--- config.mk ---
export PLATFORM = sky130hd
export DESIGN_NAME = mult_arbiter
export DESIGN_NICKNAME = d
export VERILOG_FILES = /design/src/rtl/mult_arbiter_pkg.sv /design/src/rtl/mult_arbiter_rr_picker.sv /design/src/rtl/mult_arbiter.sv
export SDC_FILE = /design/constraint.sdc
export NUM_CORES = 1
export LEC_CHECK = 0
export ABC_AREA = 0
export CORE_MARGIN = 3
export CORE_UTILIZATION = 41
export CTS_CLUSTER_DIAMETER = 40
export DETAILED_ROUTE_END_ITERATION = 8
export PLACE_DENSITY = 0.8
export SLEW_MARGIN = 25
export SYNTH_ARGS = -nofsm -noshare
export SYNTH_HDL_FRONTEND = slang
export SYNTH_SLANG_ARGS = --single-unit
--- constraint.sdc ---
create_clock -name clk -period 2.6 [get_ports clk]
set_clock_uncertainty 0.05 [all_clocks]
set_input_delay 0.52 -clock clk [delete_from_list [all_inputs] [get_ports clk]]
set_output_delay 0.52 -clock clk [all_outputs]
set_load 0.1 [all_outputs]
--- src/rtl/mult_arbiter_pkg.sv ---
// mult_arbiter_pkg
//   Shared definitions for the multiplier arbiter and its round-robin picker:
//   FSM state encoding, default parameter values and width helpers.
package mult_arbiter_pkg;

    typedef enum logic [1:0] {
        ST_IDLE = 2'd0,
        ST_LOAD = 2'd1,
        ST_WAIT = 2'd2,
        ST_DONE = 2'd3
    } state_t;

    localparam int DEF_N_REQ   = 4;
    localparam int DEF_TIMEOUT = 63;
    localparam int DEF_CNT_W   = $clog2(DEF_TIMEOUT + 1);

    // Width of the WAIT-state watchdog counter; it must be able to hold TIMEOUT.
    function automatic int cnt_width(input int timeout);
        return (timeout < 1) ? 1 : $clog2(timeout + 1);
    endfunction

    // Width of a requester index.
    function automatic int idx_width(input int n_req);
        return (n_req < 2) ? 1 : $clog2(n_req);
    endfunction

endpackage

--- src/rtl/mult_arbiter_rr_picker.sv ---
// rr_picker
//   Combinational round-robin priority encoder. Searches req starting at
//   last+1 and wrapping modulo N_REQ; the first set bit wins.
//   Ports:
//     req    in  N_REQ  request vector
//     last   in  IW     index served most recently
//     any    out 1      at least one request is pending
//     winner out IW     selected index (0 when any is low)
module rr_picker
    import mult_arbiter_pkg::*;
#(
    parameter int N_REQ = DEF_N_REQ,
    parameter int IW    = idx_width(N_REQ)
) (
    input  logic [N_REQ-1:0] req,
    input  logic [IW-1:0]    last,
    output logic             any,
    output logic [IW-1:0]    winner
);

    logic          found;
    int            pos;
    logic [IW-1:0] sel;

    always_comb begin
        any    = |req;
        winner = '0;
        found  = 1'b0;
        pos    = 0;
        sel    = '0;
        // k = N_REQ lands back on last itself, so it has the lowest priority.
        for (int k = 1; k <= N_REQ; k++) begin
            pos = (int'(last) + k) % N_REQ;
            sel = IW'(pos);
            if (!found && req[sel]) begin
                winner = sel;
                found  = 1'b1;
            end
        end
    end

endmodule

--- src/rtl/mult_arbiter.sv ---
// mult_arbiter
//   Round-robin arbiter and sequencer for a shared 8x8 sequential multiplier.
//   One requester is granted at a time; its operands are loaded into the
//   multiplier, the block waits for the ready pulse (bounded by a watchdog)
//   and returns the 16-bit product with a one-cycle done strobe.
//
//   Handshake: a requester raises req[i] with op_a/op_b slice i stable and
//   keeps it up until done[i]; operands are sampled once in IDLE. done[i] is
//   a single-cycle strobe with res/err valid in that cycle only, and the
//   requester drops req[i] in that cycle (a req still high in the following
//   IDLE cycle is arbitrated as a new request). The multiplier side gets a
//   one-cycle mult_ld with mult_a/mult_b held until DONE and answers with a
//   one-cycle mult_rdy, honoured only in WAIT.
//
//   Ports:
//     clk          in   system clock
//     reset        in   asynchronous active-low reset
//     req          in   N_REQ  per-requester request level
//     op_a, op_b   in   8*N_REQ packed operands, requester i at [8i+7:8i]
//     gnt          out  N_REQ  one-hot grant, LOAD through DONE
//     done         out  N_REQ  one-hot completion strobe
//     res          out  16     product (0 on timeout)
//     err          out  1      timeout flag, valid with done
//     busy         out  1      FSM not in IDLE
//     mult_ld      out  1      multiplier load strobe
//     mult_a/b     out  8      registered multiplier operands
//     mult_rdy     in   1      multiplier ready pulse
//     mult_result  in   16     multiplier product
//     state_dbg    out  2      current FSM state (state_t encoding)
module mult_arbiter
    import mult_arbiter_pkg::*;
#(
    parameter int N_REQ   = DEF_N_REQ,
    parameter int TIMEOUT = DEF_TIMEOUT
) (
    input  logic               clk,
    input  logic               reset,
    input  logic [N_REQ-1:0]   req,
    input  logic [8*N_REQ-1:0] op_a,
    input  logic [8*N_REQ-1:0] op_b,
    output logic [N_REQ-1:0]   gnt,
    output logic [N_REQ-1:0]   done,
    output logic [15:0]        res,
    output logic               err,
    output logic               busy,
    output logic               mult_ld,
    output logic [7:0]         mult_a,
    output logic [7:0]         mult_b,
    input  logic               mult_rdy,
    input  logic [15:0]        mult_result,
    output logic [1:0]         state_dbg
);

    localparam int IW = idx_width(N_REQ);
    localparam int CW = cnt_width(TIMEOUT);
    localparam logic [N_REQ-1:0] ONE = N_REQ'(1);

    state_t           state, state_next;
    logic [IW-1:0]    idx, idx_next;
    logic [IW-1:0]    last, last_next;
    logic [CW-1:0]    cnt, cnt_next;
    logic [7:0]       a_next, b_next;
    logic [15:0]      res_next;
    logic             err_next;
    logic [N_REQ-1:0] gnt_next, done_next;
    logic             busy_next, ld_next;

    logic             pick_any;
    logic [IW-1:0]    pick;
    logic [IW+2:0]    pick_base;

    rr_picker #(
        .N_REQ (N_REQ),
        .IW    (IW)
    ) u_picker (
        .req    (req),
        .last   (last),
        .any    (pick_any),
        .winner (pick)
    );

    assign pick_base = {pick, 3'b000};
    assign state_dbg = state;

    always_comb begin
        state_next = state;
        idx_next   = idx;
        last_next  = last;
        cnt_next   = cnt;
        a_next     = mult_a;
        b_next     = mult_b;
        res_next   = '0;
        err_next   = 1'b0;

        case (state)
            ST_IDLE: begin
                if (pick_any) begin
                    idx_next   = pick;
                    a_next     = op_a[pick_base +: 8];
                    b_next     = op_b[pick_base +: 8];
                    state_next = ST_LOAD;
                end
            end
            ST_LOAD: begin
                cnt_next   = '0;
                state_next = ST_WAIT;
            end
            ST_WAIT: begin
                // A ready pulse in the same cycle as the timeout still wins.
                if (mult_rdy) begin
                    res_next   = mult_result;
                    state_next = ST_DONE;
                end else if (cnt == CW'(TIMEOUT)) begin
                    err_next   = 1'b1;
                    state_next = ST_DONE;
                end else begin
                    cnt_next = cnt + CW'(1);
                end
            end
            ST_DONE: begin
                last_next  = idx;
                state_next = ST_IDLE;
            end
            default: begin
                state_next = ST_IDLE;
            end
        endcase

        // Outputs are registered, so they are derived from the state being entered.
        ld_next   = (state_next == ST_LOAD);
        busy_next = (state_next != ST_IDLE);
        gnt_next  = busy_next ? (ONE << idx_next) : '0;
        done_next = (state_next == ST_DONE) ? (ONE << idx_next) : '0;
    end

    always_ff @(posedge clk or negedge reset) begin
        if (!reset) begin
            state   <= ST_IDLE;
            idx     <= '0;
            last    <= IW'(N_REQ - 1);
            cnt     <= '0;
            mult_a  <= '0;
            mult_b  <= '0;
            res     <= '0;
            err     <= 1'b0;
            gnt     <= '0;
            done    <= '0;
            busy    <= 1'b0;
            mult_ld <= 1'b0;
        end else begin
            state   <= state_next;
            idx     <= idx_next;
            last    <= last_next;
            cnt     <= cnt_next;
            mult_a  <= a_next;
            mult_b  <= b_next;
            res     <= res_next;
            err     <= err_next;
            gnt     <= gnt_next;
            done    <= done_next;
            busy    <= busy_next;
            mult_ld <= ld_next;
        end
    end

endmodule

After elaboration in Yosys (flattened, before gate mapping)
Index checks and enable logic that the tools add are counted.
- add/sub/neg operators: 5
- order comparisons: 4
- eq/ne operators: 8
- shift-type cells: 3
- muxes and demuxes: 31
- reductions and logical operators: 12
- operators by type and width (cell ; count):
    indexed part select 32 x 6 -> 8 bit ; 2
    2-to-1 mux 16 bit ; 2
    2-to-1 mux 2 bit ; 9
    less-than comparator 2 x 3 -> 1 bit, second input constant ; 4
    2-to-1 mux 6 bit ; 2
    case mux 6 bit (2 select lines) ; 1
    2-to-1 mux 1 bit ; 10
    binary-select mux 1 bit (select 2 bit) ; 4
    2-to-1 mux 4 bit ; 2
    case mux 2 bit (4 select lines) ; 1
    adder 6 x 1 -> 6 bit, second input constant ; 1
    == test 2 bit, second input constant ; 3
    == test 6 bit, second input constant ; 1
    adder 2 x 1 -> 2 bit, second input constant ; 2
    adder 2 bit, second input constant ; 2
    == test 2 x 1 -> 1 bit, second input constant ; 2
    != test 2 bit, second input constant ; 2
    nonzero test 2 bit ; 2
    OR reduction 4 bit ; 1
    left shift 1 x 2 -> 4 bit, first input constant ; 1
    logical AND 1 bit ; 3
    logical NOT 1 bit ; 3
    AND reduction 3 bit ; 1
    logical NOT 2 bit ; 1
    AND reduction 2 bit ; 1
- register bits after elaboration: 55
- input port bits: 87
- output and inout port bits: 45

Depth between registers and ports, before layout
Gate-level depths: netlist of run 1.
- word-level depth: 17
- depth in mapped cells: 8
- gate-level depth less buffers: 7

Cells and area by module
Synthesis of run 1 repeated with hierarchy kept, for this count alone.
- cells, all modules: 200
- area total of the unflattened synthesis: 2687.6 µm²
- by module, submodules not included (module ; times used ; cells each ; area an instance (µm²)):
    mult_arbiter ; 1 ; 186 ; 2606.2
    rr_picker ; 1 ; 14 ; 81.3

Worst setup path before layout of run 1
No wires, ideal clock.
- path kind: reg-to-reg
- start point: register state[0], in the netlist state_dbg[0]
- end point: register gnt[3]
- setup time: 0.128 ns
- arrival time: 2.259 ns
- path slack: 0.163 ns
- cell stages (with the launch flop): 8
- buffers on the path: 0
- period minus slack after synthesis: 2.437 ns
- path through: dfrtp_1 > inv_1 > ha_1 > nand2_1 > nor2_1 > o41a_1 > nor2_1 > nor2_1
- longest elaborated chain between the ends: 5
- RTL lines (element ; line ; text):
    start: declaration ; mult_arbiter.sv:58 ; state_t state, state_next;
    start signal: assignment ; mult_arbiter.sv:151 ; state <= state_next;
    2-to-1 mux 2 bit ; mult_arbiter.sv:113 ; end else if (cnt == CW'(TIMEOUT)) begin
    2-to-1 mux 2 bit ; mult_arbiter.sv:110 ; if (mult_rdy) begin
    case mux 2 bit (4 select lines) (*) ; mult_arbiter.sv:95 ; case (state)
    net state_next[0] ; mult_arbiter.sv:58 ;
    nonzero test 2 bit (*) ; mult_arbiter.sv:131 ; busy_next = (state_next != ST_IDLE);
    2-to-1 mux 4 bit (*) ; mult_arbiter.sv:132 ; gnt_next = busy_next ? (ONE << idx_next) : '0;
    net gnt_next[3] ; mult_arbiter.sv:65 ; logic [N_REQ-1:0] gnt_next, done_next;
    end signal: assignment ; mult_arbiter.sv:159 ; gnt <= gnt_next;
    end: declaration ; mult_arbiter.sv:41 ; output logic [N_REQ-1:0] gnt,
Mark *: on every way through the listed nets, which the timed path passes. The rest lies on a longest branch.
A chain may end at the register's enable or synchronous reset.

Worst setup path in the final report of run 1
- start point: input port req[1]
- end point: register mult_b[5]
- longest elaborated chain between the ends: 13
- RTL lines (element ; line ; text):
    start: declaration ; mult_arbiter.sv:38 ; input logic [N_REQ-1:0] req,
    binary-select mux 1 bit (select 2 bit) ; mult_arbiter_rr_picker.sv:35 ; if (!found && req[sel]) begin
    2-to-1 mux 1 bit (not written as such) ; mult_arbiter_rr_picker.sv:35 ;
    2-to-1 mux 1 bit ; mult_arbiter_rr_picker.sv:35 ;
    logical NOT 1 bit ; mult_arbiter_rr_picker.sv:35 ;
    logical AND 1 bit ; mult_arbiter_rr_picker.sv:35 ;
    2-to-1 mux 1 bit ; mult_arbiter_rr_picker.sv:35 ;
    logical NOT 1 bit ; mult_arbiter_rr_picker.sv:35 ;
    logical AND 1 bit ; mult_arbiter_rr_picker.sv:35 ;
    2-to-1 mux 1 bit ; mult_arbiter_rr_picker.sv:35 ;
    logical NOT 1 bit ; mult_arbiter_rr_picker.sv:35 ;
    logical AND 1 bit ; mult_arbiter_rr_picker.sv:35 ;
    2-to-1 mux 2 bit ; mult_arbiter_rr_picker.sv:35 ;
    indexed part select 32 x 6 -> 8 bit ; mult_arbiter.sv:100 ; b_next = op_b[pick_base +: 8];
    end signal: assignment ; mult_arbiter.sv:156 ; mult_b <= b_next;
    end: declaration ; mult_arbiter.sv:48 ; output logic [7:0] mult_b,
Parallel ways exist; a longest one is shown, timed or not. The select of a mux whose other input is x is not followed.

==> results.tsv, run 1 <==
stage	metric	value	unit
floorplan	Initial Util	43.1	%
clock_network	Skew-Pair Late Insertion Delay	0.30	ns
setup_path	R2R depth	5	
setup_path	crit path launch	req[1]	
clock_network	CTS buffer count	5	
sta	crit share post-route	87.2	%
sta	Max Clk Rate	441	MHz
sta	RSZ-0062 raised after global routing	no	
placed_design	IO Port Bufs	131	
grt	met3 usage	6.15	%
setup_path	Arr. time, crit path	2.37	ns
yosys	most frequent cell after synthesis	dfrtp_1	
power_and_ir_drop	Pwr per Cell Area	1300	nW/um2
grt	first-pass GRT wire length	12000	um
grt	largest net degree at the start of global routing	36	
yosys	Synth Area in XOR/XNOR	0.315	%
yosys	most area-consuming cells after synthesis	dfrtp_1, a211oi_1, mux2i_1, nor2_1, and3_1	
yosys	complex-gate fraction of the synthesized area	16.8	%
yosys	syn_nets	368	
grt	total global routing overflow	0	
placed_design	Placed Area	4120	um2
yosys	Seq/Total Area, Yosys	49.5	%
yosys	synth unique cells	44	
clock_network	CTS H-Tree Depth	2	
placed_design	dpl hpwl	6060	um
sta	min Tclk post-route	2.27	ns
grt	GR peak layer	met2	
setup_path	R2R Path End	mult_b[5]	
sta	Slew @ Worst Pin	0.741	ns
yosys	post-synthesis simple-gate area fraction	20.0	%
routing	Post-Route WL	7530	um
routing	Post-DRT Antenna Nets	0	
floorplan	die height	88.4	um
layout	layout cell share with drive strength beyond 1	21.3	%
floorplan	core area	6460	um2
setup_path	Startpoint Class	input pin	
layout	Area Growth Syn to Fin	51.1	%
routing	first drt pass iteration count	4	
layout	nets	505	
floorplan	# IOs	132	
grt	initial antenna violation count	0	
setup_path	CP endpoint kind	register	
yosys	Yosys warning count	0	
placed_design	Post-Place Cells	482	
grt	Total GRT Usage	19.7	%
clock_network	CTS root buffer	clkbuf_8	
yosys	main combinational cell family by area after synthesis	simple AND/OR/NAND/NOR gates	
yosys	post-synthesis mux area share	6.56	%
sta	final setup margin	0.334	ns
clock_network	CTS Hold Bufs	0	
layout	fin area	4210	um2
layout	Final Non-Filler Cells	490	
setup_path	Setup CP Type	input pin to register	
sta	final number of setup-violating endpoints	0	
routing	DR DRC count	0	
placed_design	Place WS	0.0000979	ns
power_and_ir_drop	Max IR drop VDD	0.000593	V
yosys	synthesized area per cell	10.1	um2
yosys	Synth Area in Adders	2.70	%
setup_path	Crit Path Max Fanout	15	
sta	Slew Viols, Final	0	
sta	Relative slew margins	50.6	%
layout	n_diodes	0	
worst_hold_path	hold crit path type	input pin to asynchronous set/reset pin	
grt	met2 GRT Util	34.2	%
yosys	Synth Cell Area	2780	um2
yosys	ys async rst share	100	%
routing	mean number of vias per cell	5.27	
routing	wire per inst	15.4	um
clock_network	post_cts resized	0	
setup_path	Data required, critical path	2.70	ns
setup_path	FF-to-FF setup slack	0.59	ns
clock_network	CTS Sinks	55	
yosys	top-area cell type share of the netlist area	47.6	%
power_and_ir_drop	LEAKAGE	1.93	nW
setup_path	r2r startpoint	last[1]	
floorplan	Chip Width	88.4	um
placed_design	Final GP Congestion	0.814	
clock_network	CTS clock-pin slew for the worst setup and hold paths	0.09	ns
grt	met1 usage	23.3	%
floorplan	die area	7810	um2
sta	setup tns final	0	ns
routing	DR vias	2582	
yosys	post-synthesis cell count	275	
yosys	Synth area leader	dfrtp_1	
clock_network	Clock Path Buffers	2	
yosys	top cells by count, synth	dfrtp_1, nor2_1, a211oi_1	
sta	Hold Vio Cnt, Final	0	
floorplan	Site Rows	29	
run	MaxCap Viol Count	0	
yosys	Post-synth EDFFs	0	
clock_network	# Post-CTS Setup Buffers	0	
layout	post-layout util	65.1	%
run_status	status	finished, final reports clean	
grt	vias in the first global route	2602	
yosys	top_reg_cell synth	dfrtp_1	
clock_network	CTS tree	yes	
yosys	register bit total from synthesis	55	
routing	DR iter-0 viols	67	
==> flip-flops by register name, summed over array words and instances (netlist names) <==
| name | flops |
|---|---|
| busy | 1 |
| cnt | 6 |
| done | 4 |
| err | 1 |
| gnt | 4 |
| idx | 2 |
| last | 2 |
| mult_a | 8 |
| mult_b | 8 |
| mult_ld | 1 |
| res | 16 |
| state_dbg | 2 |
==> metrics by stage <==
stage                     hold WS, ns  power, mW
after floorplan                 0.174       4.10
after global placement          0.478       4.97
after detailed placement        0.482       5.04
after CTS                       0.241       5.50
after global routing            0.275       5.76
final                           0.223       5.46
==> critical path, stage by stage <==
cell	delay, ns
clkdlybuf4s50_1	0.58
nor2b_1	0.20
o21bai_1	0.15
and2_1	0.23
nor2_2	0.53
a211oi_1	0.17
==> kinds of logic after synthesis <==
| kind of cell | after synthesis |
|---|---|
| xor+xnor | 1 |
| simple gates | 114 |
| compound gates | 60 |
| fa+ha+maj | 6 |
| flops | 55 |
| mux | 18 |
| buf+inv | 21 |
==> layout by cell type (no fill, tap or decap), drive strengths merged, types with 3 or more instances in the layout <==
| master | n |
|---|---|
| a211oi | 32 |
| a21boi | 3 |
| a21oi | 4 |
| a31oi | 5 |
| and3 | 17 |
| buf | 62 |
| clkbuf | 6 |
| clkdlybuf4s50 | 85 |
| dfrtp | 53 |
| ha | 6 |
| inv | 4 |
| mux2i | 16 |
| nand2 | 24 |
| nand2b | 3 |
| nand3 | 3 |
| nor2 | 32 |
| nor2b | 5 |
| nor3 | 20 |
| nor3b | 3 |
| o21ai | 8 |
==> metal layers <==
metal	part of all wire, %	wire length (um)
met1	40	3030
met5	0	0
met3	9.6	725
met4	1.9	142
met2	48	3630
==> cell type report <==
type	count	area [um2]
Clock buffer	6	72.6
Clock inverter	2	17.5
Fill cell	527	2250
Inverter	4	15.0
Multi-Input combinational cell	199	1300
Sequential cell	55	1380
Tap cell	77	96.3
Timing Repair Buffer	147	1330
==> power by group <==
| group | switching [mW] | internal (mW) | total, mW |
|---|---|---|---|
| registers | 0.187 | 1.15 | 1.34 |
| clock network | 0.272 | 0.194 | 0.466 |
| logic | 2.67 | 0.988 | 3.66 |
| total | 3.13 | 2.34 | 5.46 |
==> worst max-delay path by stage <==
stage / to / slack [ns]
final: mult_b[5] / 0.33
after CTS: mult_b[5] / 0.33
after global placement: mult_a[2] / 0.1
after global routing: mult_a[5] / 0.24
after detailed placement: mult_a[1] / 0.0001
after floorplan: gnt[3] / 0.16
Power figures use the tool's default switching activity.
==> inputs of run 2 (changes only) <==
--- a/config.mk
+++ b/config.mk
@@ -6,7 +6,7 @@
 export NUM_CORES = 1
 export LEC_CHECK = 0
 export ABC_AREA = 0
-export CORE_MARGIN = 3
+export CORE_MARGIN = 2
 export CORE_UTILIZATION = 41
 export CTS_CLUSTER_DIAMETER = 40
 export DETAILED_ROUTE_END_ITERATION = 8
==> constraint.sdc (replaced) <==
create_clock -name clk -period 2.3 [get_ports clk]
set_clock_uncertainty 0.05 [all_clocks]
set_input_delay 0.46 -clock clk [delete_from_list [all_inputs] [get_ports clk]]
set_output_delay 0.46 -clock clk [all_outputs]
set_load 0.1 [all_outputs]
==> run 2 against run 1 <==
Against the previous run:
- sequential cell count is the same
- critical path depth grew 2
- routed wire length shrank 1.2%
- hold slack lost 0.14 ns
- sequential share of layout area shrank 0.65 points
- total power grew 16%
- clock power grew 21%
- cell area grew 2.2%
- critical endpoint is now mult_b[6]
- largest cell class is now non-clock buffers
==> results.tsv, run 2 (synthesis results as in run 1) <==
stage	metric	value	unit
setup_path	Critical Path Max Stage Delay	0.57	ns
grt	met1 usage	22.1	%
layout	Regs by FF count	res x16, mult_a x8, mult_b x8	
routing	Post-DRT Antenna Nets	0	
grt	Total GRT Usage	20.6	%
grt	first-pass GRT wire length	12200	um
sta	Hold WS	0.0809	ns
run	MaxCap Viol Count	0	
clock_network	CTS Hold Bufs	0	
power_and_ir_drop	Max IR drop VDD	0.000889	V
floorplan	Chip Width	86.4	um
sta	final number of setup-violating endpoints	0	
clock_network	CTS Sinks	55	
clock_network	CTS tree	yes	
grt	GR peak layer	met2	
layout	Most flops, register	res	
placed_design	IO Port Bufs	131	
clock_network	CTS clock-pin slew for the worst setup and hold paths	0.10	ns
layout	most frequent cells in the layout	clkdlybuf4s50_1, buf_4, dfrtp_1	
run_status	status	finished, final reports clean	
routing	mean number of vias per cell	5.26	
clock_network	CTS root buffer	clkbuf_8	
layout	post-layout util	64.3	%
grt	initial antenna violation count	0	
setup_path	WP buf/inv	3	
setup_path	Crit Path Max Fanout	12	
layout	Final Non-Filler Cells	501	
floorplan	core area	6680	um2
setup_path	CP top delay family	buffers and inverters	
sta	Relative slew margins	62.6	%
setup_path	critical path depth in cells	8	
grt	total global routing overflow	0	
placed_design	Post-Place Cells	493	
sta	setup tns final	0	ns
setup_path	Startpoint Class	input pin	
routing	DR vias	2634	
placed_design	Final GP Congestion	0.828	
sta	Slew Viols, Final	0	
power_and_ir_drop	LEAKAGE	1.98	nW
grt	vias in the first global route	2718	
clock_network	Clock Path Buffers	2	
floorplan	Initial Util	41.7	%
sta	min Tclk post-route	2.16	ns
layout	n_diodes	0	
routing	first drt pass iteration count	4	
floorplan	die height	86.4	um
floorplan	Site Rows	30	
layout	max FFs per register	16	
routing	Post-Route WL	7440	um
grt	met2 GRT Util	38.3	%
clock_network	CTS buffer count	5	
setup_path	Crit-path slowest cell	clkdlybuf4s50_1	
worst_hold_path	hold crit path type	input pin to asynchronous set/reset pin	
setup_path	CP endpoint kind	register	
floorplan	die area	7460	um2
sta	crit share post-route	93.7	%
layout	Area Growth Syn to Fin	54.4	%
routing	DR iter-0 viols	82	
layout	commonest non-fill, non-tap cell in the layout	clkdlybuf4s50_1	
setup_path	Arr. time, crit path	2.27	ns
floorplan	# IOs	132	
clock_network	# Post-CTS Setup Buffers	0	
setup_path	Setup CP Type	input pin to register	
grt	largest net degree at the start of global routing	26	
setup_path	R2R depth	7	
layout	nets	513	
power_and_ir_drop	Pwr per Cell Area	1470	nW/um2
clock_network	CTS H-Tree Depth	2	
setup_path	most frequent CP cell	a211oi_1	
layout	layout cell share with drive strength beyond 1	23.5	%
clock_network	Skew-Pair Late Insertion Delay	0.31	ns
sta	Max Clk Rate	464	MHz
routing	DR DRC count	0	
setup_path	Data required, critical path	2.42	ns
setup_path	critical path cell sequence	clkdlybuf4s50_1 > nor4_1 > buf_4 > nor2b_2 > nand3_2 > buf_12 > a211oi_1 > a211oi_1	
sta	Slew @ Worst Pin	0.562	ns
sta	Hold Vio Cnt, Final	0	
power_and_ir_drop	Overall Power	6.33	mW
placed_design	dpl hpwl	5950	um
grt	met3 usage	7.05	%
sta	RSZ-0062 raised after global routing	no	
routing	wire per inst	14.8	um
run 2: layout make-up:
cell class	instances	area (um2)
clock buffer	6	82.6
clock inverter	2	16.3
fill	560	2380
inverter	4	15.0
multi-input combinational	199	1310
sequential	55	1380
tap	80	100
timing repair buffer	155	1400
run 2: final timing paths:
| kind | startpoint | endpoint | slack [ns] |
|---|---|---|---|
| min in group clk | cnt[1] | cnt[1] | 0.49 |
| hold / removal | reset | idx[0] | 0.08 |
| setup reg to reg | state_dbg[0] | mult_b[6] | 0.30 |
| max in group asynchronous | reset | res[5] | 1.47 |
| hold reg to reg | cnt[1] | cnt[1] | 0.49 |
| setup / recovery | req[1] | mult_b[6] | 0.14 |
run 2: metal layers:
layer	share of wire [%]	vias to the layer above
li1	-	1276
met2	50	130
met1	39	1221
met4	1.3	0
met5	0	-
met3	10	7
run 2: where the power goes:
group | leakage [nW] | switching (mW) | total (mW) | internal (mW)
logic | 1.24 | 3.04 | 4.25 | 1.21
registers | 0.689 | 0.207 | 1.52 | 1.31
clock network | 0.0474 | 0.317 | 0.564 | 0.246
total | 1.98 | 3.56 | 6.33 | 2.76
run 2: repair_timing:
action	CTS	global route
setup endpoints to repair	0	15
hold endpoints to repair	0	0
resized for setup	0	1
run 2: metrics by stage:
| step | area (um2) | setup slack, ns |
|---|---|---|
| final | 4300 | 0.144 |
| after detailed placement | 4200 | -0.236 |
| after global routing | 4300 | 0.0126 |
| after floorplan | 2790 | 0.200 |
| after CTS | 4290 | 0.105 |
| after global placement | 4200 | -0.100 |
==> edit, RTL diff (settings of run 1) <==
Make the reset (`reset`) synchronous in one clocked block. Comments in the files are not updated.
--- a/src/rtl/mult_arbiter.sv
+++ b/src/rtl/mult_arbiter.sv
@@ -133,7 +133,7 @@
         done_next = (state_next == ST_DONE) ? (ONE << idx_next) : '0;
     end
 
-    always_ff @(posedge clk or negedge reset) begin
+    always_ff @(posedge clk) begin
         if (!reset) begin
             state   <= ST_IDLE;
             idx     <= '0;
Behaviour: differs if reset is asserted again (counterexample within 4 cycles, from zero or initial values and one cycle with reset low); with reset held inactive, the same outputs for 10 cycles.
==> edit against run 1 <==
Sequential cell count unchanged; design area decreased by 9.9%; synthesized area decreased by 13%; register-to-register slack about the same; worst setup slack improved by 0.16 ns; largest cell class is now non-clock buffers; power decreased by 25%; count of clock-buffer cells in the layout unchanged; routed wire length decreased by 13%; critical endpoint is now mult_b[1]; largest power group unchanged; core utilization increased by 2.5 points.
==> edit: results (changes against run 1) <==
INFO  metric hold_ws = 0.4226 ns (was 0.2233 ns)
INFO  metric first_global_vias = 2358 (was 2602)
INFO  metric net-switching-power = 2.113 mW (was 3.127 mW)
INFO  metric met3RoutedLength = 554 µm (was 725 µm)
INFO  metric critPathMaxFanout = 16 (was 15)
INFO  metric met1_length = 2777 µm (was 3031 µm)
INFO  metric crit_end = mult_b[1] (was mult_b[5])
INFO  metric synth_area_leaders = sky130_fd_sc_hd__dfxtp_1 45%, sky130_fd_sc_hd__mux2i_1 14%, sky130_fd_sc_hd__o221ai_1 5.8%, sky130_fd_sc_hd__and2_1 4.9%, sky130_fd_sc_hd__nand2_1 4.3% (was sky130_fd_sc_hd__dfrtp_1 48%, sky130_fd_sc_hd__a211oi_1 6.7%, sky130_fd_sc_hd__mux2i_1 5.8%, sky130_fd_sc_hd__nor2_1 4.2%, sky130_fd_sc_hd__and3_1 3.8%)
INFO  metric numnets_final = 463 (was 505)
INFO  metric grt.total_usage = 19.80% (was 19.68%)
INFO  metric synthDistinctLibCells = 45 (was 44)
INFO  metric num-multi-input-gates = 164 (was 199)
INFO  metric detailroute.wirelength.met2 = 3179 µm (was 3633 µm)
INFO  metric drt_first_iter_violations = 87 (was 67)
INFO  metric power_leakage = 1.654 nW (was 1.934 nW)
INFO  metric synth-seq-area-share = 45.34% (was 49.53%)
INFO  metric clock_tree_area_fraction = 3.103% (was 2.142%)
INFO  metric drive_gt1_share = 18.87% (was 21.31%)
INFO  metric timing.reg2reg.worst_path_depth = 8 (was 5)
INFO  metric grtUsageMet1 = 24.08% (was 23.29%)
INFO  metric result_of_the_run = finished clean (unchanged)
INFO  metric syn_nets = 328 (was 368)
INFO  metric via_total_after_detailed_routing = 2280 (was 2582)
INFO  metric globalRouteMet2Util = 34.26% (was 34.19%)
INFO  metric place.detailed.hpwl = 5284 µm (was 6057 µm)
INFO  metric rr_startpoint = state_dbg[0] (was last[1])
==> edit: cell types whose count changed after synthesis, moves of 18 or more <==
cell	delta
sky130_fd_sc_hd__dfxtp_1	+55
sky130_fd_sc_hd__nor2_1	-20
sky130_fd_sc_hd__a211oi_1	-24
sky130_fd_sc_hd__mux2i_1	+19
sky130_fd_sc_hd__and2_1	+18
sky130_fd_sc_hd__dfrtp_1	-53
==> edit: power groups by stage <==
stage | logic [mW] | registers, mW | clock network [mW]
after floorplan | 0.653 | 2.35 | 0
after global placement | 2.40 | 1.15 | 0
after detailed placement | 2.42 | 1.15 | 0
after global routing | 2.54 | 1.16 | 0.628
after CTS | 2.42 | 1.13 | 0.597
final | 2.41 | 1.13 | 0.573
==> edit: metrics by stage <==
stage,worst slack [ns],cell area [µm²],std cells,utilization [%]
after floorplan,0.09161,2429,235,-
after global placement,0.2021,3672,435,65.48
after detailed placement,0.1881,3672,435,65.48
after CTS,0.5155,3790,443,67.58
after global routing,0.3269,3790,443,67.58
final,0.4962,3790,443,67.58
==> edit: worst max-delay path, delay by kind of cell <==
kind	cells	cell delay, ns
AO/OA/AOI/OAI	2	0.65
AND/OR/NAND/NOR	2	0.56
buffers and inverters	1	0.53
==> edit: logic make-up (layout without fill, tap and decap cells) <==
| kind of cell | after synthesis | after routing | share of synthesized area (%) |
|---|---|---|---|
| AOI/OAI and AO/OA | 43 | 43 | 14.79 |
| xor gates and xnor gates | 2 | 2 | 0.7214 |
| adders and majority gates | 6 | 6 | 3.091 |
| buffers and inverters | 16 | 152 | 5.616 |
| DFF | 55 | 55 | 45.34 |
| muxes | 35 | 35 | 14.43 |
| and+or+nand+nor | 78 | 78 | 16.02 |
